$ cat src/rtl/i2s_rx_deframer.sv
// Receive-side I2S deframer: recovers left/right words from lrck/sdin on sck.
// Define I2S_RX_LEFT_JUSTIFIED_EN for left-justified framing (default: standard I2S).
`timescale 1ns/1ps
module i2s_rx_deframer #(
    parameter int DATA_WIDTH = 8
) (
    input  logic                  sck,
    input  logic                  voide_rst,
    input  logic                  lrck,
    input  logic                  sdin,
    output logic [DATA_WIDTH-1:0] data,
    output logic                  l_vld,
    output logic                  r_vld,
    output logic                  short_err,
    output logic                  locked
);
    localparam int CW = $clog2(DATA_WIDTH);
`ifdef I2S_RX_LEFT_JUSTIFIED_EN
    localparam bit LJ = 1'b1;
`else
    localparam bit LJ = 1'b0;
`endif
    localparam logic [CW-1:0] LAST_IDX = CW'(DATA_WIDTH - 1);

    // In I2S the E edge itself is the one-sck MSB delay (its bit belongs to the old
    // slot), so slots always start straight into SHIFT.
    typedef enum logic [1:0] {ST_SYNC, ST_SHIFT, ST_WAIT} state_t;

    state_t                state_q, state_d;
    logic                  lrck_q;
    logic [CW-1:0]         cnt_q, cnt_d;
    logic [DATA_WIDTH-2:0] shift_q, shift_d;
    logic                  chan_q, chan_d;
    logic [DATA_WIDTH-1:0] data_q, data_d;
    logic                  l_vld_q, l_vld_d;
    logic                  r_vld_q, r_vld_d;
    logic                  short_err_q, short_err_d;
    logic                  locked_q, locked_d;

    logic                  ev;
    logic                  last_bit;
    logic                  lsb_bit;
    logic [DATA_WIDTH-1:0] shift_cat;
    logic [DATA_WIDTH-2:0] shift_in;
    logic [DATA_WIDTH-1:0] word_cat;
    logic [DATA_WIDTH-1:0] aligned;

    assign ev        = lrck ^ lrck_q;
    assign last_bit  = (cnt_q == LAST_IDX);
    assign shift_cat = {shift_q, sdin};
    assign shift_in  = shift_cat[DATA_WIDTH-2:0];
    // An LJ E edge already carries the next slot's MSB, so it adds no bit here.
    assign lsb_bit   = (LJ && ev) ? 1'b0 : sdin;
    assign word_cat  = {shift_q, lsb_bit};
    assign aligned   = word_cat << (LAST_IDX - cnt_q);

    always_ff @(posedge sck or posedge voide_rst) begin
        if (voide_rst) begin
            state_q     <= ST_SYNC;
            lrck_q      <= 1'b0;
            cnt_q       <= '0;
            shift_q     <= '0;
            chan_q      <= 1'b0;
            data_q      <= '0;
            l_vld_q     <= 1'b0;
            r_vld_q     <= 1'b0;
            short_err_q <= 1'b0;
            locked_q    <= 1'b0;
        end else begin
            state_q     <= state_d;
            lrck_q      <= lrck;
            cnt_q       <= cnt_d;
            shift_q     <= shift_d;
            chan_q      <= chan_d;
            data_q      <= data_d;
            l_vld_q     <= l_vld_d;
            r_vld_q     <= r_vld_d;
            short_err_q <= short_err_d;
            locked_q    <= locked_d;
        end
    end

    always_comb begin
        state_d = state_q;
        cnt_d   = cnt_q;
        shift_d = shift_q;
        chan_d  = chan_q;
        if (ev) begin
            chan_d  = lrck;
            state_d = ST_SHIFT;
            if (LJ) begin
                cnt_d   = CW'(1);
                shift_d = shift_in;
            end else begin
                cnt_d   = '0;
            end
        end else if (state_q == ST_SHIFT) begin
            shift_d = shift_in;
            cnt_d   = cnt_q + CW'(1);
            if (last_bit) begin
                state_d = ST_WAIT;
            end
        end
    end

    always_comb begin
        data_d      = data_q;
        l_vld_d     = 1'b0;
        r_vld_d     = 1'b0;
        short_err_d = 1'b0;
        locked_d    = locked_q | ev;
        // A word ends on its LSB or on an early E (short slot, zero-filled).
        if ((state_q == ST_SHIFT) && (ev || last_bit)) begin
            data_d      = aligned;
            l_vld_d     = ~chan_q;
            r_vld_d     = chan_q;
            short_err_d = ev && (LJ || !last_bit);
        end
    end

    assign data      = data_q;
    assign l_vld     = l_vld_q;
    assign r_vld     = r_vld_q;
    assign short_err = short_err_q;
    assign locked    = locked_q;

endmodule

$ cat config.mk
export PLATFORM = sky130hd
export DESIGN_NAME = i2s_rx_deframer
export DESIGN_NICKNAME = d
export VERILOG_FILES = /design/src/rtl/i2s_rx_deframer.sv
export SDC_FILE = /design/constraint.sdc
export NUM_CORES = 1
export LEC_CHECK = 0
export BUFFER_PORTS_ARGS = -buffer_cell sky130_fd_sc_hd__buf_4
export CAP_MARGIN = 20
export CORE_MARGIN = 3
export CORE_UTILIZATION = 35
export CTS_CLUSTER_SIZE = 10
export DETAILED_ROUTE_END_ITERATION = 7
export PLACE_DENSITY_LB_ADDON = 0.15
export SLEW_MARGIN = 20
export SYNTH_ARGS = -nofsm -noshare
export SYNTH_HDL_FRONTEND = slang
export SYNTH_SLANG_ARGS = --single-unit
$ cat constraint.sdc
create_clock -name sck -period 1.3 [get_ports sck]
set_clock_uncertainty 0.1 [all_clocks]
set_input_delay 0.325 -clock sck [delete_from_list [all_inputs] [get_ports sck]]
set_output_delay 0.325 -clock sck [all_outputs]
set_load 0.02 [all_outputs]
## Word-level counts from Yosys, hierarchy flattened

Cells that the tools add are included.
W data, S select, Z words.

- $add $sub $neg: 2
- $mul: 0
- Divide/modulo/power cells: 0
- Magnitude comparators: 0
- Equal/unequal tests: 2
- Shifts and indexed selects: 1
- Muxes and demuxes: 8
- Bitwise logic cells: 4
- Reductions and logical operators: 8

Operators with widths:

| operator | number |
|---|---|
| $shl A8 B3 Y8 | 1 |
| $mux W2 | 3 |
| $mux W3 | 2 |
| $reduce_and A2 Y1 | 2 |
| $reduce_bool A2 Y1 | 2 |
| $add A3 B1 Y3 const B | 1 |
| $eq A3 B3 Y1 const B | 1 |
| $mux W1 | 3 |
| $sub A3 B3 Y3 const A | 1 |
| $eq A2 B1 Y1 const B | 1 |
| $logic_and A1 B1 Y1 | 2 |
| $not A1 Y1 | 2 |
| $logic_not A1 Y1 | 1 |
| $logic_or A1 B1 Y1 | 1 |
| $or A1 B1 Y1 | 1 |
| $xor A1 B1 Y1 | 1 |

- Flip-flop bits (word level): 26
- Bits in latches: 0
- Bits in writable memories: 0
- ROM bits: 0
- Input bits: 4
- Logic and storage cells: 35
- Memories kept: 0

## Depth between registers and ports, before layout

- Depth in word-level cells: 4
- Mapped depth: 7
- Depth with buffers taken out: 6

## Worst setup path after synthesis

Ideal clock, no wire load.

- Path kind: register to register
- Start: register cnt_q[0]
- End: register r_vld_q (netlist: r_vld)
- Data arrival time: 1.239 ns
- Data required time: 1.081 ns
- Slack: -0.158 ns
- Stages on the path, launching flop included: 7
- Path through: dfrtp_1 ha_1 ha_1 inv_1 a21boi_2 buf_6 and2_1

- Cells in the longest elaborated chain, start to end: 4

Ends and longest elaborated chain:

| what | line | source |
|---|---|---|
| start, declared | 31 | `logic [CW-1:0] cnt_q, cnt_d;` |
| start signal, assigned | 72 | `cnt_q <= cnt_d;` |
| $eq A3 B3 Y1 | 49 | `assign last_bit = (cnt_q == LAST_IDX);` |
| $logic_or A1 B1 Y1 | 113 | `if ((state_q == ST_SHIFT) && (ev \|\| last_bit)) begin` |
| $logic_and A1 B1 Y1 | 113 |  |
| $mux W1 | 113 |  |
| named net r_vld_d | 36 | `logic r_vld_q, r_vld_d;` |
| end signal, assigned | 77 | `r_vld_q <= r_vld_d;` |
| end, declared | 36 |  |

The timed path passes the listed nets, and every way through them passes these cells.
A chain may end at the register's enable or synchronous reset.

## Final worst setup path

- Start: register cnt_q[1]
- End: register data_q[7] (netlist: data[7])

- Cells in the longest elaborated chain, start to end: 3

Ends and longest elaborated chain:

| what | line | source |
|---|---|---|
| branches (longest 3 deep; another with $sub A3 B3 Y3) | -- |  |
| end signal, assigned | 75 | `data_q <= data_d;` |
| end, declared | 34 | `logic [DATA_WIDTH-1:0] data_q, data_d;` |

Several ways; the timed one is not identified.

==> reports/qor.csv <==
metric;value;unit
status;complete, but fails checks;
failing checks;negative setup slack;
clock-pin slew on the worst setup and hold paths;0.14;ns
Pwr Total;0.00270;W
Int Pwr;0.00179;W
reg2reg start;cnt_q[1]$_DFFE_PP0P_;
largest net degree at the start of global routing;27;
Avg Cell Area, Syn;11.6;um^2
Post-Synthesis Cells;107;
Worst path max stage delay;0.46;ns
first-pass GRT wire length;4420;um
Buffers on Ports;15;
vias post-DR;939;
Crit-path slowest cell;dfrtp_2;
Seq cells post-synth;26;
post-layout worst setup margin;-0.147;ns
Initial Util;38.7;%
Max Cap Viol;0;
post-synth top area share;52.5;%
fraction of layout cells with a size suffix above 1;59.0;%
Synth cell types;29;
hold_ws;0.187;ns
worst reg2reg setup slack;-0.15;ns
CTS Buf Count;3;
Final Slew Violations;0;
Die W;65.5;um
Ports;16;
WL/cell;13.4;um
Root Buffer Master;clkbuf_4;
Die Footprint;0.00429;mm^2
final-report hold violation count;0;
crit-path cells;buf_6, mux2i_2, mux2i_1, a21oi_1, a21oi_2;
Worst Setup Start Kind;register;
DR pass1 iterations;4;
max_slew headroom;78.0;%
Syn Nets;113;
H-tree levels;1;
clk buf depth;2;
WS Path Type;reg2reg;
DRT antenna net count;0;
WHS Path Cells;2;
diode count;0;
RSZ-0062 raised after global routing;yes;
CTS Sinks;26;
CP Data Arrival Time;1.61;ns
LEAKAGE;0.857;nW
hpwl dp;1780;um
post-DR vias/cell;4.70;
crit path time final;1.45;ns
setup tns final;-1.09;ns
Tcrit/Tclk final;111;%
initial DRC count;23;
fmax;691;MHz
clk_lat worst skew;0.32;ns
YS warnings;0;
cell count of the worst reg-to-reg path;5;
vias in the first global route;962;
core area;0.00320;mm^2
top cell type by total area after synthesis;dfrtp_1;
placed insts;185;
drt total wl;2680;um
GPL Wtd Cong;0.710;
chip height;65.5;um
# nets final;164;
combinational power share;45.3;%
Overall Global Routing Usage;13.4;%
Post-route DRC;0;
CTS tree;yes;
critical path capture point type;register;
Area Growth Syn to Fin;51.4;%
hold path startpoint;sdin;
gr ovfl total;0;
power share of the clock group;12.6;%
switching power;0.000907;W
CP Max Fanout;7;
cell row count;20;
worst slew pin tran;0.330;ns
Critical Path RT;1.46;ns
Syn Std Cell Area;0.00124;mm^2
Worst VDD drop;0.646;mV
initial antenna violation count;0;
origin of the worst setup path;cnt_q[1]$_DFFE_PP0P_;
sequential area share after synthesis;52.5;%
Finished Layout Cells;200;
Sequential Power Share;42.1;%
final setup vio count;13;
main area contributors after synthesis;dfrtp_1, mux2i_1, mux2_2;
pwr/cell area;1440;mW/mm^2
worst hold path class;in2reg;
switching part of the total;33.6;%
worst paths after layout:
path	end
max	data[7]$_DFFE_PP0P_
min	shift_q[0]$_DFFE_PP0P_
max reg2reg	data[7]$_DFFE_PP0P_
min reg2reg	l_vld$_DFF_PP0_
max in group asynchronous	cnt_q[0]$_DFFE_PP0P_
min in group asynchronous	l_vld$_DFF_PP0_
cells in the mapped netlist:
cell type,count
xor2_2,1
nor2_1,10
nand4_1,1
nand3_1,1
mux2i_1,12
a21oi_1,9
xnor2_1,1
buf_4,1
o21ai_0,3
nand2_1,9
o22ai_1,2
inv_1,4
o31ai_2,1
dfrtp_1,26
a32oi_1,1
mux2_2,7
buf_2,2
and2_1,1
ha_1,2
xnor2_2,1
maj3_1,1
buf_6,1
and3_1,1
o21ai_2,1
nand2_2,1
nor2b_1,3
mux4_2,1
nand2b_1,2
a21boi_2,1
placed cells by master, fill, tap and decap left out, types with 3 or more instances in the layout:
cell type / count
a21oi_1: 3
a21oi_2: 6
buf_4: 30
buf_6: 19
clkbuf_4: 3
dfrtp_1: 23
dfrtp_2: 3
inv_1: 3
mux2_2: 6
mux2i_1: 9
mux2i_2: 3
nand2_1: 7
nor2_1: 6
nor2_2: 4
o21ai_2: 3
per-stage QoR:
stage	cell area, um^2	utilization, %	setup WS, ns
floorplan	1250	-	-0.0632
global placement	1570	48.9	-0.164
detailed placement	1570	48.9	-0.165
CTS	1720	53.7	-0.179
global route	1880	58.6	-0.213
finish	1880	58.6	-0.147
sequential cells by signal, summed over array words and instances (netlist names):
signal     cells
l_vld          1
locked         1
lrck_q         1
cnt_q          3
short_err      1
r_vld          1
chan_q         1
state_q        2
data           8
shift_q        7
routing by layer:
metal | global-route usage [%] | up-vias | part of all wire (%) | wire, um
met3 | 2.22 | 2 | 2.9 | 77
met4 | 5.44 | 0 | 0.71 | 19
met2 | 23.3 | 11 | 52 | 1380
li1 | - | 471 | - | -
met1 | 16.3 | 455 | 45 | 1200
met5 | 0 | - | 0 | 0
kinds of logic (layout without fill, tap and decap cells):
| group | after synthesis | count (layout) | synth area share (%) |
|---|---|---|---|
| xor+xnor | 3 | 3 | 3.33 |
| fa+ha+maj | 3 | 3 | 2.83 |
| compound gates | 18 | 18 | 9.19 |
| flops | 26 | 26 | 52.5 |
| mux | 20 | 20 | 17.9 |
| buf+inv | 8 | 57 | 3.54 |
| simple gates | 29 | 29 | 10.7 |
layout make-up:
class / instances / area (um^2)
fill: 281 / 1330
timing repair buffer: 50 / 449
sequential: 26 / 654
tap: 44 / 55.1
clock buffer: 3 / 22.5
inverter: 4 / 17.5
multi-input combinational: 73 / 677
repair_timing:
action | 4_1_cts | 5_1_grt
endpoints found under the setup margin | 32 | 34
setup buffers | 5 | 6
pin swaps | 6 | 8
cloned | 1 | 0
hold buffers | 1 | 0
endpoints found under the hold margin | 26 | 0
gates resized for setup | 25 | 29
critical path: cells and delay by family (launching register included):
| family | cells | cell delay (ns) |
|---|---|---|
| DFF | 1 | 0.46 |
| muxes | 2 | 0.41 |
| AOI/OAI and AO/OA | 2 | 0.27 |
| buffers and inverters | 1 | 0.15 |
power groups by stage:
stage               clock, W  combinational [W]  sequential, W
floorplan                  0           0.000498        0.00119
global placement           0           0.000947        0.00112
detailed placement         0           0.000960        0.00112
CTS                 0.000353            0.00108        0.00111
global route        0.000380            0.00133        0.00116
finish              0.000341            0.00122        0.00114
(Power assumes the default switching activity.)
